===== src/rtl/pipeline_hazard_ctrl.sv =====
// ---------------------------------------------------------------------------
// pipeline_hazard_ctrl
//
// Scoreboard-based issue controller for the ID stage of a 5-stage pipeline.
// It tracks which architectural registers have a write in flight and holds
// the front end on RAW, WAW or mul/div-busy hazards. It also sequences the
// single multi-cycle mul/div unit and keeps a saturating stall counter for
// debug.
//
// Handshake: id_valid is the ID stage's "valid", and issue is the
// controller's "ready & valid". An instruction is consumed exactly on a
// cycle with issue=1. While stall=1 the instruction is held in IF/ID and
// must remain stable, and a NOP is injected into ID/EX (bubble=1).
//
// Ports
//   clk, rst        pipeline clock, asynchronous active-high reset
//   id_valid        valid instruction in ID
//   id_rs / id_rt   source register indices, qualified by id_uses_rs/rt
//   id_rd           destination index, qualified by id_writes_reg
//   id_is_muldiv    instruction needs the mul/div unit
//   wb_valid/wb_reg register file write this cycle
//   md_done         one-cycle completion pulse from the mul/div unit
//   stall, bubble   hold PC and IF/ID, force NOP into ID/EX
//   issue           ID instruction advances this cycle
//   md_start        one-cycle start pulse to the mul/div unit
//   md_busy         mul/div FSM state (1 = BUSY); also the FSM debug view
//   pending         scoreboard bit vector, one bit per register
//   stall_count     saturating count of stalled cycles
// ---------------------------------------------------------------------------
module pipeline_hazard_ctrl #(
  parameter int NREGS = 32,
  parameter int AW    = 5,
  parameter int CW    = 32
) (
  input  logic             clk,
  input  logic             rst,
  input  logic             id_valid,
  input  logic [AW-1:0]    id_rs,
  input  logic [AW-1:0]    id_rt,
  input  logic             id_uses_rs,
  input  logic             id_uses_rt,
  input  logic [AW-1:0]    id_rd,
  input  logic             id_writes_reg,
  input  logic             id_is_muldiv,
  input  logic             wb_valid,
  input  logic [AW-1:0]    wb_reg,
  input  logic             md_done,
  output logic             stall,
  output logic             bubble,
  output logic             issue,
  output logic             md_start,
  output logic             md_busy,
  output logic [NREGS-1:0] pending,
  output logic [CW-1:0]    stall_count
);

  localparam logic [0:0] MD_IDLE = 1'b0;
  localparam logic [0:0] MD_BUSY = 1'b1;

  logic [0:0]       md_state;
  logic [0:0]       md_state_nxt;
  logic [NREGS-1:0] eff_pending;
  logic [NREGS-1:0] pending_nxt;
  logic             raw;
  logic             waw;
  logic             mdh;
  logic             hazard;
  logic             rd_nonzero;

  // A register being written back this cycle is already readable: the
  // register file writes in the first half-cycle, so its bit is masked
  // before hazard evaluation.
  always_comb begin
    eff_pending = pending;
    if (wb_valid) begin
      eff_pending[wb_reg] = 1'b0;
    end
  end

  assign rd_nonzero = (id_rd != '0);

  assign raw = (id_uses_rs & eff_pending[id_rs]) |
               (id_uses_rt & eff_pending[id_rt]);
  assign waw = id_writes_reg & rd_nonzero & eff_pending[id_rd];
  // A completing operation frees the unit in the same cycle, so a waiting
  // mul/div can start back-to-back.
  assign mdh = id_is_muldiv & md_busy & ~md_done;

  assign hazard = id_valid & (raw | waw | mdh);

  // Outputs are forced inactive while reset is held; everything is a pure
  // function of registered state and current inputs (no loop through issue).
  assign stall    = ~rst & hazard;
  assign bubble   = stall;
  assign issue    = ~rst & id_valid & ~hazard;
  assign md_start = issue & id_is_muldiv;

  // Scoreboard next state: clear on writeback first, then set for the
  // issuing writer, so a set wins over a clear on the same index.
  always_comb begin
    pending_nxt = pending;
    if (wb_valid) begin
      pending_nxt[wb_reg] = 1'b0;
    end
    if (issue && id_writes_reg && rd_nonzero) begin
      pending_nxt[id_rd] = 1'b1;
    end
    pending_nxt[0] = 1'b0;
  end

  always_ff @(posedge clk or posedge rst) begin
    if (rst) begin
      pending <= '0;
    end else begin
      pending <= pending_nxt;
    end
  end

  // Mul/div unit sequencer. md_done while IDLE is a stray pulse and ignored.
  always_comb begin
    md_state_nxt = md_state;
    case (md_state)
      MD_IDLE: begin
        if (md_start) begin
          md_state_nxt = MD_BUSY;
        end
      end
      MD_BUSY: begin
        if (md_done && !md_start) begin
          md_state_nxt = MD_IDLE;
        end
      end
      default: md_state_nxt = MD_IDLE;
    endcase
  end

  always_ff @(posedge clk or posedge rst) begin
    if (rst) begin
      md_state <= MD_IDLE;
    end else begin
      md_state <= md_state_nxt;
    end
  end

  assign md_busy = (md_state == MD_BUSY);

  // Debug stall counter, saturating at all-ones.
  always_ff @(posedge clk or posedge rst) begin
    if (rst) begin
      stall_count <= '0;
    end else if (stall && (stall_count != {CW{1'b1}})) begin
      stall_count <= stall_count + CW'(1);
    end
  end

endmodule


===== config.mk =====
export PLATFORM = sky130hd
export DESIGN_NAME = pipeline_hazard_ctrl
export DESIGN_NICKNAME = d
export VERILOG_FILES = /design/src/rtl/pipeline_hazard_ctrl.sv
export SDC_FILE = /design/constraint.sdc
export NUM_CORES = 1
export LEC_CHECK = 0
export ABC_CLOCK_PERIOD_IN_PS = 9350
export CAP_MARGIN = 20
export CORE_MARGIN = 2
export CORE_UTILIZATION = 56
export DETAILED_ROUTE_END_ITERATION = 7
export PLACE_DENSITY = 0.94
export SYNTH_ARGS = -nofsm -noshare
export SYNTH_HDL_FRONTEND = slang
export SYNTH_SLANG_ARGS = --single-unit
export TNS_END_PERCENT = 30

===== constraint.sdc =====
create_clock -name clk -period 9.35 [get_ports clk]
set_input_delay 2.805 -clock clk [delete_from_list [all_inputs] [get_ports clk]]
set_output_delay 2.805 -clock clk [all_outputs]
set_load 0.05 [all_outputs]

==> results of run 1 <==
==> routing by layer <==
layer  wire length, um  track usage  part of all wire  up-vias
li1                  -            -                 -     2041
met1              5850        0.469              0.37     2267
met2              7740        0.629              0.48      386
met3              1610       0.0741              0.10       73
met4               802        0.188             0.050        0
met5                 0            0                 0        -
==> area by class of cell <==
| type | count | area [sq um] |
|---|---|---|
| well taps | 102 | 128 |
| inverters | 17 | 63.8 |
| fillers | 511 | 1980 |
| clock inverters | 3 | 65.1 |
| clock buffers | 12 | 155 |
| repair buffers | 111 | 1090 |
| multi-input cells | 378 | 2650 |
| flip-flops and latches | 64 | 1600 |
==> cell families (layout without fill, tap and decap cells) <==
| logic type | Yosys count | count (layout) |
|---|---|---|
| AOI/OAI and AO/OA | 123 | 123 |
| xor gates and xnor gates | 37 | 37 |
| adders and majority gates | 1 | 1 |
| buffers and inverters | 49 | 143 |
| DFF | 64 | 64 |
| muxes | 45 | 45 |
| other | 1 | 1 |
| and+or+nand+nor | 171 | 171 |
==> cells in the final DEF, fill, tap and decap left out, types with 3 or more instances in the layout <==
master | synthesis | final
a2111oi_0 | 3 | 3
a211oi_1 | 4 | 4
a21oi_1 | 6 | 6
a311oi_1 | 3 | 3
and2_1 | 3 | 3
and3_1 | 8 | 8
and4_1 | 4 | 4
buf_4 | 5 | 17
clkbuf_8 | 0 | 11
clkdlybuf4s50_1 | 0 | 92
dfrtp_1 | 64 | 64
inv_1 | 17 | 16
mux2_2 | 18 | 18
mux2i_1 | 20 | 20
mux4_2 | 6 | 6
nand2_1 | 24 | 24
nand2b_1 | 8 | 8
nand3_1 | 24 | 24
nand4_1 | 11 | 11
nand4b_1 | 4 | 4
nand4bb_1 | 3 | 3
nor2_1 | 26 | 26
nor2b_1 | 4 | 4
nor3_1 | 21 | 21
nor3b_1 | 4 | 4
nor4_1 | 9 | 9
o211ai_1 | 3 | 3
o21ai_0 | 34 | 34
o21ai_1 | 32 | 32
o311a_1 | 3 | 3
o311ai_0 | 19 | 19
o311ai_1 | 3 | 3
or3_1 | 5 | 5
or4_1 | 4 | 4
xnor2_1 | 6 | 6
xor2_1 | 31 | 31
==> how the worst max path moves through the flow <==
stage	from	endpoint	slack, ps	cells after the start
3_3_place_gp	wb_valid	md_start	570	9
3_5_place_dp	id_rs[0]	md_start	460	9
2_1_floorplan	id_rd[0]	stall	810	11
6_report	id_rs[0]	md_start	280	9
4_1_cts	id_rs[0]	md_start	420	9
5_1_grt	id_rs[0]	md_start	90	9
==> power breakdown <==
group          switching, mW  internal, mW
clock network          0.106         0.163
logic                  0.193         0.104
registers             0.0363         0.300
total                  0.335         0.567
==> worst register-to-register path, cell delays in order, from the launching register on <==
cell       delay, ps
dfrtp_1          460
mux2_2           300
o311ai_0          90
a2111oi_0        160
or4_1            540
a2111oi_0        440
and4_1           420
buf_4            430
nand3b_2         280
o21ai_1          250
==> registers in the layout, indices dropped and copies added, names as in the netlist <==
name and flops:
md_busy 1, pending 31, stall_count 32
==> metrics by stage <==
stage          hold WS (ps)  area, sq um
2_1_floorplan           789         4470
5_1_grt                 522         5750
3_3_place_gp            473         5530
4_1_cts                 502         5750
3_5_place_dp            482         5530
6_report                505         5750
==> flow_summary.toml, run 1 <==
[run_status]
status = "completed"

[clock_network]
cts_sinks = 64
cts_resized = 0
clkLatencyLatePin_ps = 350
h-tree-depth = 3
cts_setup_buffers = 0
root_buffer = "clkbuf_8"
cts_inserted_buffers = 9
ctsLongestPathBuffers = 2
cts_hold_buf = 0
path_clk_slew_ps = 70
cts_tree = "yes"

[critical_path]
crit_path_max_fanout = 11
critPathSlowestCell = "clkdlybuf4s50_1"
crit_required_ps = 6550
worstRegToRegCells = 9
crit_family = "simple AND/OR/NAND/NOR gates"
r2r-start = "pending[24]$_DFF_PP0_"
slowest_delay_ps = 770
cp-start-kind = "input pin"
cp.arrival_ps = 6260
worstSetupPathType = "in2out"
cpMostUsedCell = "a2111oi_0"
crit_path_end_kind = "primary output"
path_buf_inv = 2
reg2reg_setup_slack_ps = 5910
timing.rr.end = "pending[26]$_DFF_PP0_"
path_cells = "clkdlybuf4s50_1 > xor2_1 > o311ai_0 > a2111oi_0 > or4_1 > a2111oi_0 > and4_1 > and3_1 > buf_12"

[grt]
grt_overflow = 0
grt_max_degree = 65
grt_pass1_vias = 4660
grt_pass1_wl_um = 25000
antenna_found_initial = 0
gr-usage-all-layers = 0.378

[synth]
yosysTopAreaCellShare = 0.358
ys_ff_latch = 64
synth_area_sq_um = 4470
synth_compound_area_frac = 0.177
synth-edff-count = 0
avgSynthCellArea_sq_um = 9.11
synth_warnings = 0
synthArstFlopShare = 1.00
synth_simple_gate_area_share = 0.216
ys_seq_area_frac = 0.358
synthAdderAreaFrac = 0.00280
synth_mux_area_frac = 0.124
syn_inst = 491
synth_top_flop_cell = "dfrtp_1"
ys_types = 58
synth_top_area_cell = "dfrtp_1"
synth_top_family_by_area = "simple AND/OR/NAND/NOR gates"
yosysMostFrequentCell = "dfrtp_1"
synth_common_cells = "64 x dfrtp_1, 34 x o21ai_0, 32 x o21ai_1"
ys_top_cells_by_area = "dfrtp_1 36%, xor2_1 6.1%, mux2_2 4.5%"
synth_xor_area_frac = 0.0725
syn_nets = 521

[placement]
portBuffers = 96
hpwlAfterDp_um = 11400
place_congestion = 0.990
preCtsSetupSlack_ps = 457
place_inst = 672

[power]
power_mw = 0.902
irDropWorstVdd_mv = 0.137
leakage_nw = 2.41
powerDensity_nw_per_um2 = 157

[hold_path]
hold_class = "reg2reg"
whs_path_depth = 1
whs_endpoint = "stall_count[26]$_DFFE_PP0P_"
min_from = "stall_count[26]$_DFFE_PP0P_"

[routing]
drtPass1Iterations = 6
wl_per_cell_um = 23.3
via_per_inst = 6.94
ant_nets = 0
drt_iter0_markers = 568
drc = 0
dr_total_vias = 4767
routed_wl_um = 16000

[layout]
area_growth_pct = 28.6
nets = 611
num_antenna_cells = 0
drive_above_1_share = 0.111
fin_util = 0.744
fin_cells = 687

[run]
maxCapViolCount = 0

[floorplanning]
pin_count = 98
row_count = 32
die_w_um = 93.4
core_area_sq_um = 7730
dieArea_sq_um = 8720
start_util = 0.579
fp.dieH_um = 93.4

[sta]
fin_ws_ps = 284
fin_skew_ps = 5.71
tns_ps = 0
finalSetupViolations = 0
fmax_mhz = 110
post-route-min-period_ps = 9070
period_share = 0.970
slew_headroom = 0.461
tightestPinTransition_ps = 797
drv_slew = 0
finalHoldViolCount = 0
rsz0062_at_grt = "no"
No activity file was read; power rests on OpenSTA's default activity.
==> run 2: changes to the inputs <==
Settings changed: ABC_CLOCK_PERIOD_IN_PS 9350 to 8200, CORE_UTILIZATION 56 to 47, PLACE_DENSITY 0.94 to 0.85, SLEW_MARGIN from default to 20.
Clock period 9.35 ns to 8.2 ns, I/O delays scaled along.
==> flow_summary.toml, run 2 (synthesis gave the netlist of run 1 again) <==
[run_status]
status = "completed"

[hold_path]
min_from = "stall_count[26]$_DFFE_PP0P_"
hold_class = "reg2reg"

[critical_path]
critPathSlowestCell = "clkdlybuf4s50_1"
cp-start-kind = "input pin"
crit_path_end_kind = "primary output"
worstSetupPathType = "in2out"
path_cells = "clkdlybuf4s50_1 > nand4b_4 > o311ai_0 > a2111oi_0 > or4_1 > a2111oi_0 > and4_2 > and3_1 > buf_12"
crit_path_max_fanout = 9
r2r-start = "pending[18]$_DFF_PP0_"
crit_required_ps = 5740
crit_start = "wb_reg[3]"
cp.arrival_ps = 5540
cpMostUsedCell = "a2111oi_0"
slowest_delay_ps = 650

[layout]
drive_above_1_share = 0.124
top_register = "stall_count"
fin_cells = 719
fillers = 777
num_antenna_cells = 0
nets = 615
layout_commonest_cell = "clkdlybuf4s50_1"
fin_util = 0.630
final_area_sq_um = 5830
layout_common_cells = "91 x clkdlybuf4s50_1, 64 x dfrtp_1, 34 x o21ai_0"
area_growth_pct = 30.3
largest_reg_flops = 32

[floorplanning]
die_w_um = 102
core_area_sq_um = 9240
pin_count = 98
row_count = 35
start_util = 0.484
fp.dieH_um = 102
dieArea_sq_um = 10300

[placement]
hpwlAfterDp_um = 10800
preCtsSetupSlack_ps = 93.6
place_congestion = 0.993
portBuffers = 96
place_inst = 703
placed_area_sq_um = 5590

[sta]
slew_headroom = 0.478
drv_slew = 0
finalSetupViolations = 0
tns_ps = 0
post-route-min-period_ps = 8000
finalHoldViolCount = 0
fmax_mhz = 125
fin_skew_ps = 11.9
period_share = 0.975
fin_ws_ps = 204
tightestPinTransition_ps = 783
holdWs_ps = 507

[clock_network]
root_buffer = "clkbuf_8"
cts_resized = 0
clkLatencyLatePin_ps = 340
h-tree-depth = 3
ctsLongestPathBuffers = 2
cts_tree = "yes"
path_clk_slew_ps = 70
cts_inserted_buffers = 9
cts_setup_buffers = 0
cts_hold_buf = 0
cts_sinks = 64

[power]
pwr-share-seq = 0.378
p_sw_frac = 0.385
irDropWorstVdd_mv = 0.137
combPwrFrac = 0.334
power_mw = 1.01
p_int_mw = 0.622
power_frac_clock = 0.288
powerDensity_nw_per_um2 = 174
switchingPower_mw = 0.390
leakage_nw = 2.44

[run]
maxCapViolCount = 0

[grt]
grt_pass1_wl_um = 23700
antenna_found_initial = 0
grt_max_degree = 65
grt_overflow = 0
grt_pass1_vias = 4796
gr-usage-all-layers = 0.293

[routing]
wl_per_cell_um = 20.8
drtPass1Iterations = 6
drc = 0
via_per_inst = 6.48
routed_wl_um = 14900
drt_iter0_markers = 580
dr_total_vias = 4656
ant_nets = 0
run 2: final timing paths:
check	cells past startpoint	endpoint	slack (ps)
max	9	md_start	200
max in group asynchronous	3	stall_count[21]$_DFFE_PP0P_	4970
min reg2reg	1	stall_count[26]$_DFFE_PP0P_	510
min in group asynchronous	3	stall_count[10]$_DFFE_PP0P_	2710
max reg2reg	9	pending[3]$_DFF_PP0_	4880
min	1	stall_count[26]$_DFFE_PP0P_	510
run 2: layout make-up:
cell class	count	area, sq um	area share
Clock buffer	11	151	0.0260
Clock inverter	5	63.8	0.0110
Inverter	17	63.8	0.0110
Tap cell	129	161	0.0277
Timing Repair Buffer	115	1120	0.192
Sequential cell	64	1600	0.275
Multi-Input combinational cell	378	2660	0.457
run 2: power by group through the flow:
stage / Clock, mW / Sequential, mW / Combinational [mW]
final: 0.292 / 0.382 / 0.337
after global routing: 0.305 / 0.386 / 0.354
after CTS: 0.292 / 0.381 / 0.334
after detailed placement: 0 / 0.386 / 0.332
after global placement: 0 / 0.385 / 0.327
after floorplan: 0 / 0.468 / 0.127
run 2: worst max-delay path: cells and delay by family:
kind                   cells  cell delay (ps)
AND/OR/NAND/NOR            4             1360
buffers and inverters      2              800
AO/OA/AOI/OAI              3              910
run 2: metal layers:
metal,GRT usage,vias up,share of wire
met2,0.458,325,0.46
met4,0.180,0,0.051
met1,0.368,2206,0.38
met5,0,-,0
met3,0.0697,81,0.11
li1,-,2044,-
==> run 3: changes to the inputs <==
Settings changed: ABC_CLOCK_PERIOD_IN_PS 8200 to default.
==> results of run 3 <==
Same layout as run 2: the final DEF is identical, and so are final timing and power.
